[config.mk]
export PLATFORM = sky130hd
export DESIGN_NAME = fifo_wr_arbiter_flat
export DESIGN_NICKNAME = d
export VERILOG_FILES = /design/src/rtl/fifo_wr_arbiter_if.sv /design/src/rtl/fifo_wr_arbiter.sv /design/src/flat_wrapper.sv
export SDC_FILE = /design/constraint.sdc
export NUM_CORES = 1
export LEC_CHECK = 0
export CAP_MARGIN = 20
export CELL_PAD_IN_SITES_DETAIL_PLACEMENT = 1
export CELL_PAD_IN_SITES_GLOBAL_PLACEMENT = 2
export CORE_MARGIN = 2
export CORE_UTILIZATION = 32
export DETAILED_ROUTE_END_ITERATION = 8
export DONT_BUFFER_PORTS = 1
export PLACE_DENSITY_LB_ADDON = 0.1
export SYNTH_ARGS = -nofsm -noshare
export SYNTH_HDL_FRONTEND = slang
export SYNTH_SLANG_ARGS = --single-unit
[constraint.sdc]
create_clock -name clk -period 2.5 [get_ports clk]
set_input_delay 0.5 -clock clk [delete_from_list [all_inputs] [get_ports clk]]
set_output_delay 0.5 -clock clk [all_outputs]
set_load 0.02 [all_outputs]
[src/rtl/fifo_wr_arbiter_if.sv]
// Write-side bundle between the producers, the round-robin arbiter and the FIFO write port.
// With FIFO_ARB_TAG_EN defined, data_in carries the grant index above the payload.
interface fifo_wr_arbiter_if #(
  parameter int DATA_WIDTH = 8,
  parameter int NUM_REQ    = 4
);
  localparam int ID_WIDTH = $clog2(NUM_REQ);
`ifdef FIFO_ARB_TAG_EN
  localparam int DIN_WIDTH = DATA_WIDTH + ID_WIDTH;
`else
  localparam int DIN_WIDTH = DATA_WIDTH;
`endif

  logic [NUM_REQ-1:0]            req_valid;
  logic [NUM_REQ*DATA_WIDTH-1:0] req_data;
  logic [NUM_REQ-1:0]            req_ready;
  logic                          full;
  logic                          wr_en;
  logic [DIN_WIDTH-1:0]          data_in;
  logic [ID_WIDTH-1:0]           grant_id;
  logic                          busy;

  // master = arbiter, slave = producers plus FIFO write side
  modport master (
    input  req_valid, req_data, full,
    output req_ready, wr_en, data_in, grant_id, busy
  );

  modport slave (
    output req_valid, req_data, full,
    input  req_ready, wr_en, data_in, grant_id, busy
  );
endinterface

[src/rtl/fifo_wr_arbiter.sv]
// Round-robin arbiter sharing the FIFO write port among NUM_REQ producers in bursts of up to MAX_BURST words.
// Optional FIFO_ARB_TAG_EN prefixes each written word with the source grant index.
//
// state | meaning
// IDLE  | no grant; pick next requester searching upward from rr_ptr
// GRANT | grant_id owns the write port until burst end or its valid drops
module fifo_wr_arbiter #(
  parameter int DATA_WIDTH = 8,
  parameter int NUM_REQ    = 4,
  parameter int MAX_BURST  = 4
) (
  input logic               clk,
  input logic               rst_n,
  fifo_wr_arbiter_if.master bus
);
  localparam int ID_WIDTH  = $clog2(NUM_REQ);
  localparam int CNT_WIDTH = $clog2(MAX_BURST + 1);
  localparam logic [ID_WIDTH:0]    NUM_REQ_W = (ID_WIDTH + 1)'(NUM_REQ);
  localparam logic [ID_WIDTH-1:0]  LAST_ID   = ID_WIDTH'(NUM_REQ - 1);
  localparam logic [CNT_WIDTH-1:0] LAST_CNT  = CNT_WIDTH'(MAX_BURST - 1);

  typedef enum logic {IDLE, GRANT} state_t;

  state_t                state;
  logic [ID_WIDTH-1:0]   rr_ptr;
  logic [ID_WIDTH-1:0]   grant_id;
  logic [CNT_WIDTH-1:0]  burst_cnt;
  logic                  busy;

  logic [ID_WIDTH-1:0]   winner;
  logic [ID_WIDTH:0]     probe;
  logic                  found;
  logic [ID_WIDTH-1:0]   next_ptr;
  logic                  sel_valid;
  logic [DATA_WIDTH-1:0] sel_data;
  logic [NUM_REQ-1:0]    ready;
  logic                  accept;

  // Wrap is done on a one-bit-wider sum so non-power-of-2 NUM_REQ works.
  always_comb begin
    winner = '0;
    found  = 1'b0;
    probe  = '0;
    for (int i = 0; i < NUM_REQ; i++) begin
      probe = {1'b0, rr_ptr} + (ID_WIDTH + 1)'(i);
      if (probe >= NUM_REQ_W) probe = probe - NUM_REQ_W;
      if (!found && bus.req_valid[probe[ID_WIDTH-1:0]]) begin
        found  = 1'b1;
        winner = probe[ID_WIDTH-1:0];
      end
    end
  end

  always_comb begin
    sel_valid = 1'b0;
    sel_data  = '0;
    ready     = '0;
    for (int i = 0; i < NUM_REQ; i++) begin
      if (grant_id == ID_WIDTH'(i)) begin
        sel_valid = bus.req_valid[i];
        sel_data  = bus.req_data[i*DATA_WIDTH +: DATA_WIDTH];
        ready[i]  = (state == GRANT) && !bus.full;
      end
    end
  end

  assign accept   = (state == GRANT) && sel_valid && !bus.full;
  assign next_ptr = (grant_id == LAST_ID) ? '0 : grant_id + ID_WIDTH'(1);

  always_ff @(posedge clk or negedge rst_n) begin
    if (!rst_n) begin
      state     <= IDLE;
      rr_ptr    <= '0;
      grant_id  <= '0;
      burst_cnt <= '0;
      busy      <= 1'b0;
    end else begin
      case (state)
        IDLE: begin
          if (found) begin
            grant_id  <= winner;
            burst_cnt <= '0;
            state     <= GRANT;
            busy      <= 1'b1;
          end
        end
        GRANT: begin
          if (!sel_valid) begin
            rr_ptr <= next_ptr;
            state  <= IDLE;
            busy   <= 1'b0;
          end else if (accept) begin
            burst_cnt <= burst_cnt + CNT_WIDTH'(1);
            if (burst_cnt == LAST_CNT) begin
              rr_ptr <= next_ptr;
              state  <= IDLE;
              busy   <= 1'b0;
            end
          end
        end
        default: begin
          state <= IDLE;
          busy  <= 1'b0;
        end
      endcase
    end
  end

  assign bus.req_ready = ready;
  assign bus.wr_en     = accept;
  assign bus.grant_id  = grant_id;
  assign bus.busy      = busy;

`ifdef FIFO_ARB_TAG_EN
  assign bus.data_in = (state == GRANT) ? {grant_id, sel_data} : '0;
`else
  assign bus.data_in = (state == GRANT) ? sel_data : '0;
`endif

  a_ready_onehot: assert property (@(posedge clk) disable iff (!rst_n) $onehot0(bus.req_ready));
  a_burst_bound:  assert property (@(posedge clk) disable iff (!rst_n) burst_cnt <= CNT_WIDTH'(MAX_BURST));
  a_wr_in_grant:  assert property (@(posedge clk) disable iff (!rst_n) bus.wr_en |-> busy);
endmodule

[src/flat_wrapper.sv]
// flat-port wrapper written by rule: the top's interface ports become plain ports
module fifo_wr_arbiter_flat 
#(
  parameter int DATA_WIDTH = 8,
  parameter int NUM_REQ    = 4,
  parameter int MAX_BURST  = 4
)
  (clk, rst_n, bus_req_valid, bus_req_data, bus_full, bus_req_ready, bus_wr_en, bus_data_in, bus_grant_id, bus_busy);
  fifo_wr_arbiter_if #(.DATA_WIDTH(DATA_WIDTH), .NUM_REQ(NUM_REQ)) bus_i ();
  input logic clk;
  input logic rst_n;
  input wire logic [$bits(bus_i.req_valid)-1:0] bus_req_valid;
  input wire logic [$bits(bus_i.req_data)-1:0] bus_req_data;
  input wire logic [$bits(bus_i.full)-1:0] bus_full;
  output wire logic [$bits(bus_i.req_ready)-1:0] bus_req_ready;
  output wire logic [$bits(bus_i.wr_en)-1:0] bus_wr_en;
  output wire logic [$bits(bus_i.data_in)-1:0] bus_data_in;
  output wire logic [$bits(bus_i.grant_id)-1:0] bus_grant_id;
  output wire logic [$bits(bus_i.busy)-1:0] bus_busy;
  assign bus_i.req_valid = bus_req_valid;
  assign bus_i.req_data = bus_req_data;
  assign bus_i.full = bus_full;
  assign bus_req_ready = bus_i.req_ready;
  assign bus_wr_en = bus_i.wr_en;
  assign bus_data_in = bus_i.data_in;
  assign bus_grant_id = bus_i.grant_id;
  assign bus_busy = bus_i.busy;
  fifo_wr_arbiter #(.DATA_WIDTH(DATA_WIDTH), .NUM_REQ(NUM_REQ), .MAX_BURST(MAX_BURST)) u_core (.clk(clk), .rst_n(rst_n), .bus(bus_i));
endmodule
# Word-level counts from Yosys, hierarchy flattened

Index checks and enable logic that the tools add are counted.

Register bits after elaboration: 9
Latch bits: 0
Memory bits (writable): 0
Bits in read-only memories: 0
Input bits: 39
Output and inout bits: 16
Memories: 0

$add $sub $neg: 9
Multipliers: 0
Divide/modulo/power cells: 0
Magnitude comparators: 8
Equal/unequal tests: 11
Shifts and indexed selects: 0
Multiplexer cells: 51
Bitwise operators: 1
Reduce and logical (&&, ||, !) cells: 15

Operators by type and width:

| operator                                                               | count |
|---|---|
| 8-bit 2-to-1 mux                                                       | 5 |
| 1-bit 2-to-1 mux                                                       | 24 |
| 2-bit 2-to-1 mux                                                       | 12 |
| 2-bit by 3-bit < comparator with 1-bit output (second input constant)  | 4 |
| 3-bit >= comparator (second input constant)                            | 3 |
| 3-bit 2-to-1 mux                                                       | 3 |
| 3-bit AND reduction                                                    | 3 |
| 1-bit binary-select mux with 2-bit select                              | 4 |
| 2-bit inequality test (second input constant)                          | 4 |
| 2-bit by 1-bit subtractor with 2-bit output (second input constant)    | 4 |
| 2-bit by 2-bit adder with 3-bit output (second input constant)         | 2 |
| 1-bit logical AND                                                      | 6 |
| 3-bit inequality test (second input constant)                          | 2 |
| 3-bit one-hot mux with 2 select lines                                  | 1 |
| 2-bit equality test (second input constant)                            | 2 |
| 1-bit logical NOT                                                      | 4 |
| 1-bit one-hot mux with 2 select lines                                  | 2 |
| 2-bit by 1-bit adder with 3-bit output (second input constant)         | 1 |
| 3-bit by 1-bit adder with 3-bit output (second input constant)         | 1 |
| 3-bit by 2-bit equality test with 1-bit output (second input constant) | 1 |
| 2-bit by 3-bit >= comparator with 1-bit output (second input constant) | 1 |
| 2-bit by 1-bit adder with 2-bit output (second input constant)         | 1 |
| 2-bit by 1-bit equality test with 1-bit output (second input constant) | 1 |
| 2-bit logical NOT                                                      | 1 |
| other kinds (3)                                                        | 3 |

# Longest topological paths before layout

Gate-level depths: netlist (run 1).

Word-level depth: 16
Depth in mapped cells: 8

# Worst setup path after synthesis (run 1)

Ideal clock, no wire load.

Path type: register -> output
Start point: register u_core.grant_id[1] (netlist: u_core.bus.grant_id[1])
End point: output port bus_wr_en
Data arrival time: 1.892 ns
Data required time: 2.000 ns
Setup slack: 0.108 ns
Cell stages (with the launch flop): 9
Path through: dfrtp_1 inv_1 ha_1 buf_4 nor2b_4 a21oi_2 or4b_1 buf_2 inv_1

Cells in the longest elaborated chain, start to end: 7
Elaborated cells between the ends (all ways): 10
Classes of those cells: eq/ne: 3; mux: 4; reduce/logical: 3

RTL lines:

| what                             | RTL line              | source |
|---|---|---|
| start: declaration               | fifo_wr_arbiter.sv:26 | `logic [ID_WIDTH-1:0] grant_id;` |
| start signal: assignment         | fifo_wr_arbiter.sv:81 | `grant_id <= winner;` |
| 2-bit logical NOT                | fifo_wr_arbiter.sv:59 | `if (grant_id == ID_WIDTH'(i)) begin` |
| 1-bit 2-to-1 mux (3 in a row)    | fifo_wr_arbiter.sv:59 |  |
| 1-bit 2-to-1 mux *               | fifo_wr_arbiter.sv:59 |  |
| 1-bit logical AND * (2 in a row) | fifo_wr_arbiter.sv:67 | `assign accept = (state == GRANT) && sel_valid && !bus.full;` |
| end: declaration                 | flat_wrapper.sv:16    | `output wire logic [$bits(bus_i.wr_en)-1:0] bus_wr_en;` |

Mark *: on every way between the ends. The rest lies on a longest branch, timed or not.

# Worst setup path after layout (run 1)

Start point: register u_core.grant_id[0] (netlist: u_core.bus.grant_id[0])
End point: output port bus_wr_en

Same word-level chain as after synthesis.

==> impl_metrics.csv, run 1 <==
group,metric,value,unit
finish,fin_area,1077,um^2
global_route,grt_max_degree,11,
clock_tree,cts_max_level,1,
drt,wl_met2,1.341,mm
finish,area_growth,11.67,%
critical_path,critical_path.top_delay_family,"simple AND/OR/NAND/NOR gates",
critical_path,crit_required,2.00,ns
critical_path,worst-setup-path-type,"register to output port",
outcome,status,"complete, but fails checks",
synthesis,synthAdderAreaFrac,7.782,%
clock_tree,clk_path_buf_depth,2,
synthesis,syn_area_per_cell,8.175,um^2
drt,highest_layer,"met4",
power_and_ir_drop,p_per_area,1374,nW/um^2
finish,regArea,226.5,um^2
global_route,grt_pass1_wl,3.939,mm
min_path,hold_path.class,"input port to register",
synthesis,synth_warnings,0,
power_and_ir_drop,p_leak,0.4861,nW
floorplan,die_x,58.91,um
synthesis,synth_top_family_by_area,"compound AO/OA/AOI/OAI gates",
placement,dpl_cell_area,1016,um^2
synthesis,synth_top_area_share,23.35,%
synthesis,ys_seq_area_share,23.35,%
clock_tree,cts.sinks,9,
drt,via_per_inst,5.719,
floorplan,dieArea,3470,um^2
floorplan,start_util,34.39,%
synthesis,yosysTopAreaCell,"dfrtp_1",
placement,port_buffers,0,
timing,timing.final.crit_share,96.18,%
synthesis,ys_ff_latch,9,
floorplan,die_h,58.91,um
finish,fin_util,38.40,%
synthesis,synth_xor_area_share,0,%
critical_path,crit_slowest_cell,"or4b_4",
clock_tree,clk_latency,0.26,ns
clock_tree,cts-root-buf,"clkbuf_4",
placement,dp_cells,148,
timing,worst_pin_slew,0.5119,ns
drt,drt_iter0_markers,21,
global_route,antenna_found_initial,0,
drt,met3_length,212,um
placement,gp_congestion,0.7775,
drt,remaining_drc_errors,7,
run,cap_viol_max_count,0,
drt,wirelength_met1,949,um
synthesis,synth_mux_area_share,13.49,%
critical_path,critPathMaxStageDelay,0.55,ns
synthesis,synthMostInstantiatedCell,"nand2_1",
global_route,grt.overflow.total,0,
timing,timing.fmax,415.9,MHz
synthesis,synthArstFlopShare,100.0,%
synthesis,ys_top_cells_by_area,"dfrtp_1 (23%), mux2_2 (9.3%), ha_1 (7.8%)",
finish,diodes,0,
drt,vias,875,
finish,fin_cells,153,
critical_path,worstPathCellList,"inv_2, ha_2, nor2b_4, a21oi_2, or4b_4, inv_2",
finish,drive_gt1_share,24.59,%
timing,min_period,2.404,ns
drt,avgRoutedWirePerCell,16.48,um
synthesis,ys_types,37,
drt,routed_wl,2.522,mm
critical_path,cp_max_fo,5,
synthesis,synth_cells,118,
timing,finClkSkew,0.003091,ns
floorplan,core,2805,um^2
timing,rsz0062_at_grt,"false",
clock_tree,cts_tree,"built",
synthesis,synth_compound_area_share,25.16,%
critical_path,crit_buf_inv,2,
timing,fin_setup_tns,0,ns
placement,post-place-ws,0.2727,ns
critical_path,critPathLaunchType,"register",
synthesis,synth_edf_count,0,
synthesis,syn-num-nets,163,
critical_path,arrival,1.90,ns
clock_tree,postCtsSetupBuffers,0,
drt,postRouteAntennaNets,0,
global_route,grt_pass1_vias,918,
finish,nets,168,
global_route,grt_usage,14.89,%
timing,setup_ws,0.09551,ns
timing,finalSetupViolations,0,
placement,dp.final_hpwl,2.093,mm
drt,first_pass_iters,6,
finish,multiInputGateArea,696.9,um^2
timing,relSlewSlack,65.80,%
clock_tree,cts-buffers-inserted,3,
clock_tree,clk_pin_slew,0.06,ns
critical_path,end_kind,"output port",
floorplan,io-pin-count,55,
synthesis,syn-cell-area,964.7,um^2
outcome,violations,"design-rule violations",
finish,fill_cells,344,
synthesis,synth_common_cells,"nand2_1 (18), o21ai_0 (10), dfrtp_1 (9)",
timing,hold_viol,0,
synthesis,synthSimpleGateAreaFrac,23.35,%
timing,drv_slew,0,
critical_path,crit_path_frequent_cell,"inv_2",
power_and_ir_drop,vdd_drop_max,0.0005182,V
synthesis,ys_dominant_reg_cell,"dfrtp_1",
floorplan,num_rows,19,
==> kinds of logic after synthesis <==
group / Yosys count
buffers and inverters: 15
adders and majority gates: 6
DFF: 9
and+or+nand+nor: 42
muxes: 12
AOI/OAI and AO/OA: 34
==> flip-flops by register name (all words and copies together), names as in the netlist <==
| signal | count |
|---|---|
| u_core.state | 1 |
| u_core.bus.grant_id | 2 |
| u_core.burst_cnt | 3 |
| u_core.bus.busy | 1 |
| u_core.rr_ptr | 2 |
==> timing repair <==
action | 4_1_cts | 5_1_grt
hold endpoints to repair | 9 | 0
hold buffers | 1 | 0
gates resized for setup | 3 | 7
setup endpoints to repair | 1 | 3
==> routing by layer <==
| layer | vias up | global-route usage (%) |
|---|---|---|
| met5 | - | 0 |
| met4 | 0 | 5.844 |
| met3 | 2 | 2.198 |
| met2 | 36 | 30.16 |
| met1 | 410 | 14.73 |
| li1 | 427 | - |
==> layout make-up <==
type                    instances  share of cell area (%)
repair buffers                  8                   5.807
clock buffers                   4                   2.439
flip-flops and latches          9                   21.02
multi-input cells              94                   64.69
well taps                      31                   3.600
inverters                       7                   2.439
==> power by group <==
part	total [mW]	internal [mW]	switching [mW]
clock network	0.112	0.0615	0.0503
registers	0.309	0.213	0.0963
logic	1.06	0.472	0.587
==> layout by cell type, fill, tap and decap left out, types with 5 or more instances in the layout <==
master	synthesis	final
and2_1	5	5
nor2b_1	5	5
dfrtp_1	9	8
buf_4	2	7
a22o_1	7	7
nand2_1	18	18
mux2_2	8	8
o21ai_0	10	10
==> per-stage QoR <==
stage	power, mW	hold WS (ns)
final	1.480	0.4656
after global routing	1.618	0.4672
after CTS	1.475	0.4539
after detailed placement	1.344	0.2047
after global placement	1.325	0.2046
after floorplan	1.131	0.2044
==> path summary, 6_finish.rpt <==
| check | from | to | slack (ns) | cells after the start |
|---|---|---|---|---|
| setup reg to reg | u_core.bus.grant_id[0] | u_core.rr_ptr[1] | 0.50 | 6 |
| min in group asynchronous | rst_n | u_core.bus.busy | 0.60 | 1 |
| hold reg to reg | u_core.burst_cnt[0] | u_core.burst_cnt[0] | 0.50 | 1 |
| max in group asynchronous | rst_n | u_core.bus.grant_id[0] | 1.59 | 1 |
| hold / removal | bus_req_valid[3] | u_core.bus.grant_id[1] | 0.47 | 2 |
| setup / recovery | u_core.bus.grant_id[0] | bus_wr_en | 0.1 | 6 |
Power figures use the tool's default switching activity.
==> inputs of run 2 (changes only) <==
- ABC_AREA: default -> 1
- CORE_UTILIZATION: 32 -> 29
==> run 2 against run 1 <==
Effect of this change: power up 33%; critical path type unchanged; routed wire length up 34%; largest power group unchanged; synthesized cell count up 53%; synthesized area up 11%; the run now ends clean; non-clock buffer count up 4; combinational power up 41%; cell count up 56%; count of clock-buffer cells in the layout unchanged; worst setup slack better by 0.11 ns.
==> impl_metrics.csv, run 2 <==
group,metric,value,unit
outcome,status,"complete, no violations",
synthesis,synthMostInstantiatedCell,"nand2_1",
placement,dp.final_hpwl,2.804,mm
synthesis,yosysTopAreaCell,"dfrtp_1",
timing,hold_viol,0,
run,cap_viol_max_count,0,
synthesis,ys_ff_latch,9,
clock_tree,cts_max_level,1,
timing,relSlewSlack,67.44,%
finish,drive_gt1_share,19.37,%
clock_tree,cts-root-buf,"clkbuf_8",
clock_tree,clk_pin_slew,0.04,ns
drt,via_per_inst,4.854,
critical_path,critPathMaxStageDelay,0.39,ns
clock_tree,cts.sinks,9,
drt,postRouteAntennaNets,0,
finish,mostFrequentLayoutCell,"nand2_1",
timing,drv_slew,0,
timing,finClkSkew,0.002334,ns
critical_path,crit_slowest_cell,"dfrtp_1",
drt,remaining_drc_errors,0,
floorplan,num_rows,22,
floorplan,core,3606,um^2
timing,finalSetupViolations,0,
placement,gp_congestion,0.7188,
clock_tree,cts-buffers-inserted,3,
drt,vias,1160,
floorplan,io-pin-count,55,
synthesis,synth_cells,181,
power_and_ir_drop,p_per_area,1571,nW/um^2
clock_tree,clk_latency,0.23,ns
critical_path,arrival,1.79,ns
global_route,grt.overflow.total,0,
power_and_ir_drop,vdd_drop_max,0.0004360,V
critical_path,crit_path_frequent_cell,"o21ai_0",
synthesis,ys_top_cells_by_area,"dfrtp_1 (21%), nand2_1 (17%), o21ai_0 (14%)",
floorplan,start_util,29.81,%
synthesis,syn-num-nets,226,
critical_path,cp_max_fo,11,
synthesis,synthArstFlopShare,100.0,%
finish,diodes,0,
critical_path,reg2regPathDepth,11,
clock_tree,cts_tree,"built",
critical_path,r2r_slack,0.72,ns
power_and_ir_drop,p_leak,0.6220,nW
global_route,antenna_found_initial,0,
critical_path,worst-setup-path-type,"register to output port",
timing,hold-worst-slack,0.4902,ns
synthesis,synth_common_cells,"nand2_1 (49), o21ai_0 (29), a21oi_1 (18), inv_1 (18), nor2_1 (13)",
finish,final_cell_mix,"nand2_1 (49), o21ai_0 (28), a21oi_1 (18), inv_1 (14), nor2_1 (13)",
drt,avgRoutedWirePerCell,14.15,um
timing,worst_pin_slew,0.4885,ns
drt,routed_wl,3.381,mm
finish,area_growth,17.00,%
synthesis,syn-cell-area,1075,um^2
timing,min_period,2.294,ns
timing,rsz0062_at_grt,"false",
finish,top_register,"u_core.burst_cnt",
placement,port_buffers,0,
drt,first_pass_iters,4,
min_path,hold_path.class,"register to register",
critical_path,worstPathCellList,"inv_1, ha_1, inv_2, nor2_1, o21ai_0, o21ai_0, a21oi_1, buf_4",
critical_path,critPathLaunchType,"register",
synthesis,synth_warnings,0,
finish,top_regs,"u_core.burst_cnt: 3 flops, u_core.bus.grant_id: 2 flops, u_core.rr_ptr: 2 flops",
synthesis,ys_dominant_reg_cell,"dfrtp_1",
timing,timing.fmax,435.9,MHz
clock_tree,clk_path_buf_depth,2,
global_route,grt_pass1_vias,1126,
global_route,grt_pass1_wl,5.354,mm
synthesis,synth_edf_count,0,
synthesis,syn_area_per_cell,5.938,um^2
finish,largest_reg_flops,3,
floorplan,dieArea,4209,um^2
timing,timing.final.crit_share,91.76,%
drt,drt_iter0_markers,81,
synthesis,synth_top_area_share,20.95,%
finish,nets,237,
floorplan,die_x,64.88,um
synthesis,ys_types,21,
timing,fin_setup_tns,0,ns
critical_path,crit_required,2.00,ns
global_route,grt_max_degree,19,
min_path,hold_depth,1,
synthesis,ys_seq_area_share,20.95,%
global_route,grt_usage,15.94,%
floorplan,die_h,64.88,um
critical_path,end_kind,"output port",
run 2: worst paths after layout:
kind,startpoint,end
worst max-delay path,u_core.bus.grant_id[1],bus_data_in[0]
worst min-delay path,u_core.burst_cnt[0],u_core.burst_cnt[0]
worst max register to register,u_core.rr_ptr[0],u_core.bus.grant_id[0]
worst min register to register,u_core.burst_cnt[0],u_core.burst_cnt[0]
max in group asynchronous,rst_n,u_core.rr_ptr[1]
min in group asynchronous,rst_n,u_core.burst_cnt[2]
run 2: per-layer routing:
metal | global-route usage, % | share of wire [%] | wire, um
met1 | 22.64 | 47 | 1600
met2 | 26.16 | 48 | 1624
met3 | 1.563 | 4.5 | 151
met4 | 3.191 | 0.12 | 4
met5 | 0 | 0 | 0
run 2: through the flow:
stage / area, um^2 / instances / utilization, % / power [mW] / setup slack, ns
floorplan: 1075 / 181 / - / 1.363 / 0.2597
global placement: 1177 / 233 / 32.65 / 1.734 / 0.3146
detailed placement: 1177 / 233 / 32.65 / 1.778 / 0.2854
CTS: 1232 / 238 / 34.18 / 1.957 / 0.03199
global route: 1257 / 239 / 34.87 / 2.204 / 0.02660
finish: 1257 / 239 / 34.87 / 1.976 / 0.2059
run 2: what timing repair did:
action                                  CTS  global route
hold buffers                              1             0
endpoints found under the setup margin    0             8
gates resized for setup                   0             9
buffers inserted                          0             0
hold endpoints to repair                  9             0
run 2: logic make-up after synthesis:
| logic type | after synthesis | share of synthesized area, % |
|---|---|---|
| buffers and inverters | 28 | 11.06 |
| adders and majority gates | 6 | 6.985 |
| DFF | 9 | 20.95 |
| and+or+nand+nor | 86 | 36.32 |
| AOI/OAI and AO/OA | 52 | 24.68 |
run 2: cell type report:
class	count	area, um^2
fill	490	2349
multi-input combinational	144	740.7
tap	48	60.06
timing repair inverter	1	7.507
inverter	21	86.33
clock buffer	4	45.04
timing repair buffer	12	92.59
sequential	9	225.2
run 2: power by group:
part           leakage [nW]  switching (mW)  total [mW]  internal [mW]
clock network        0.0228          0.0538       0.165          0.111
registers             0.113           0.111       0.319          0.208
logic                 0.487           0.974        1.49          0.517
run 2: critical path: cells and delay by family, from the launching register on:
family / cells / cell delay, ns
AO/OA/AOI/OAI: 3 / 0.52
adder cells (fa/ha/maj): 1 / 0.21
buffers and inverters: 3 / 0.40
flip-flops: 1 / 0.39
AND/OR/NAND/NOR: 1 / 0.06
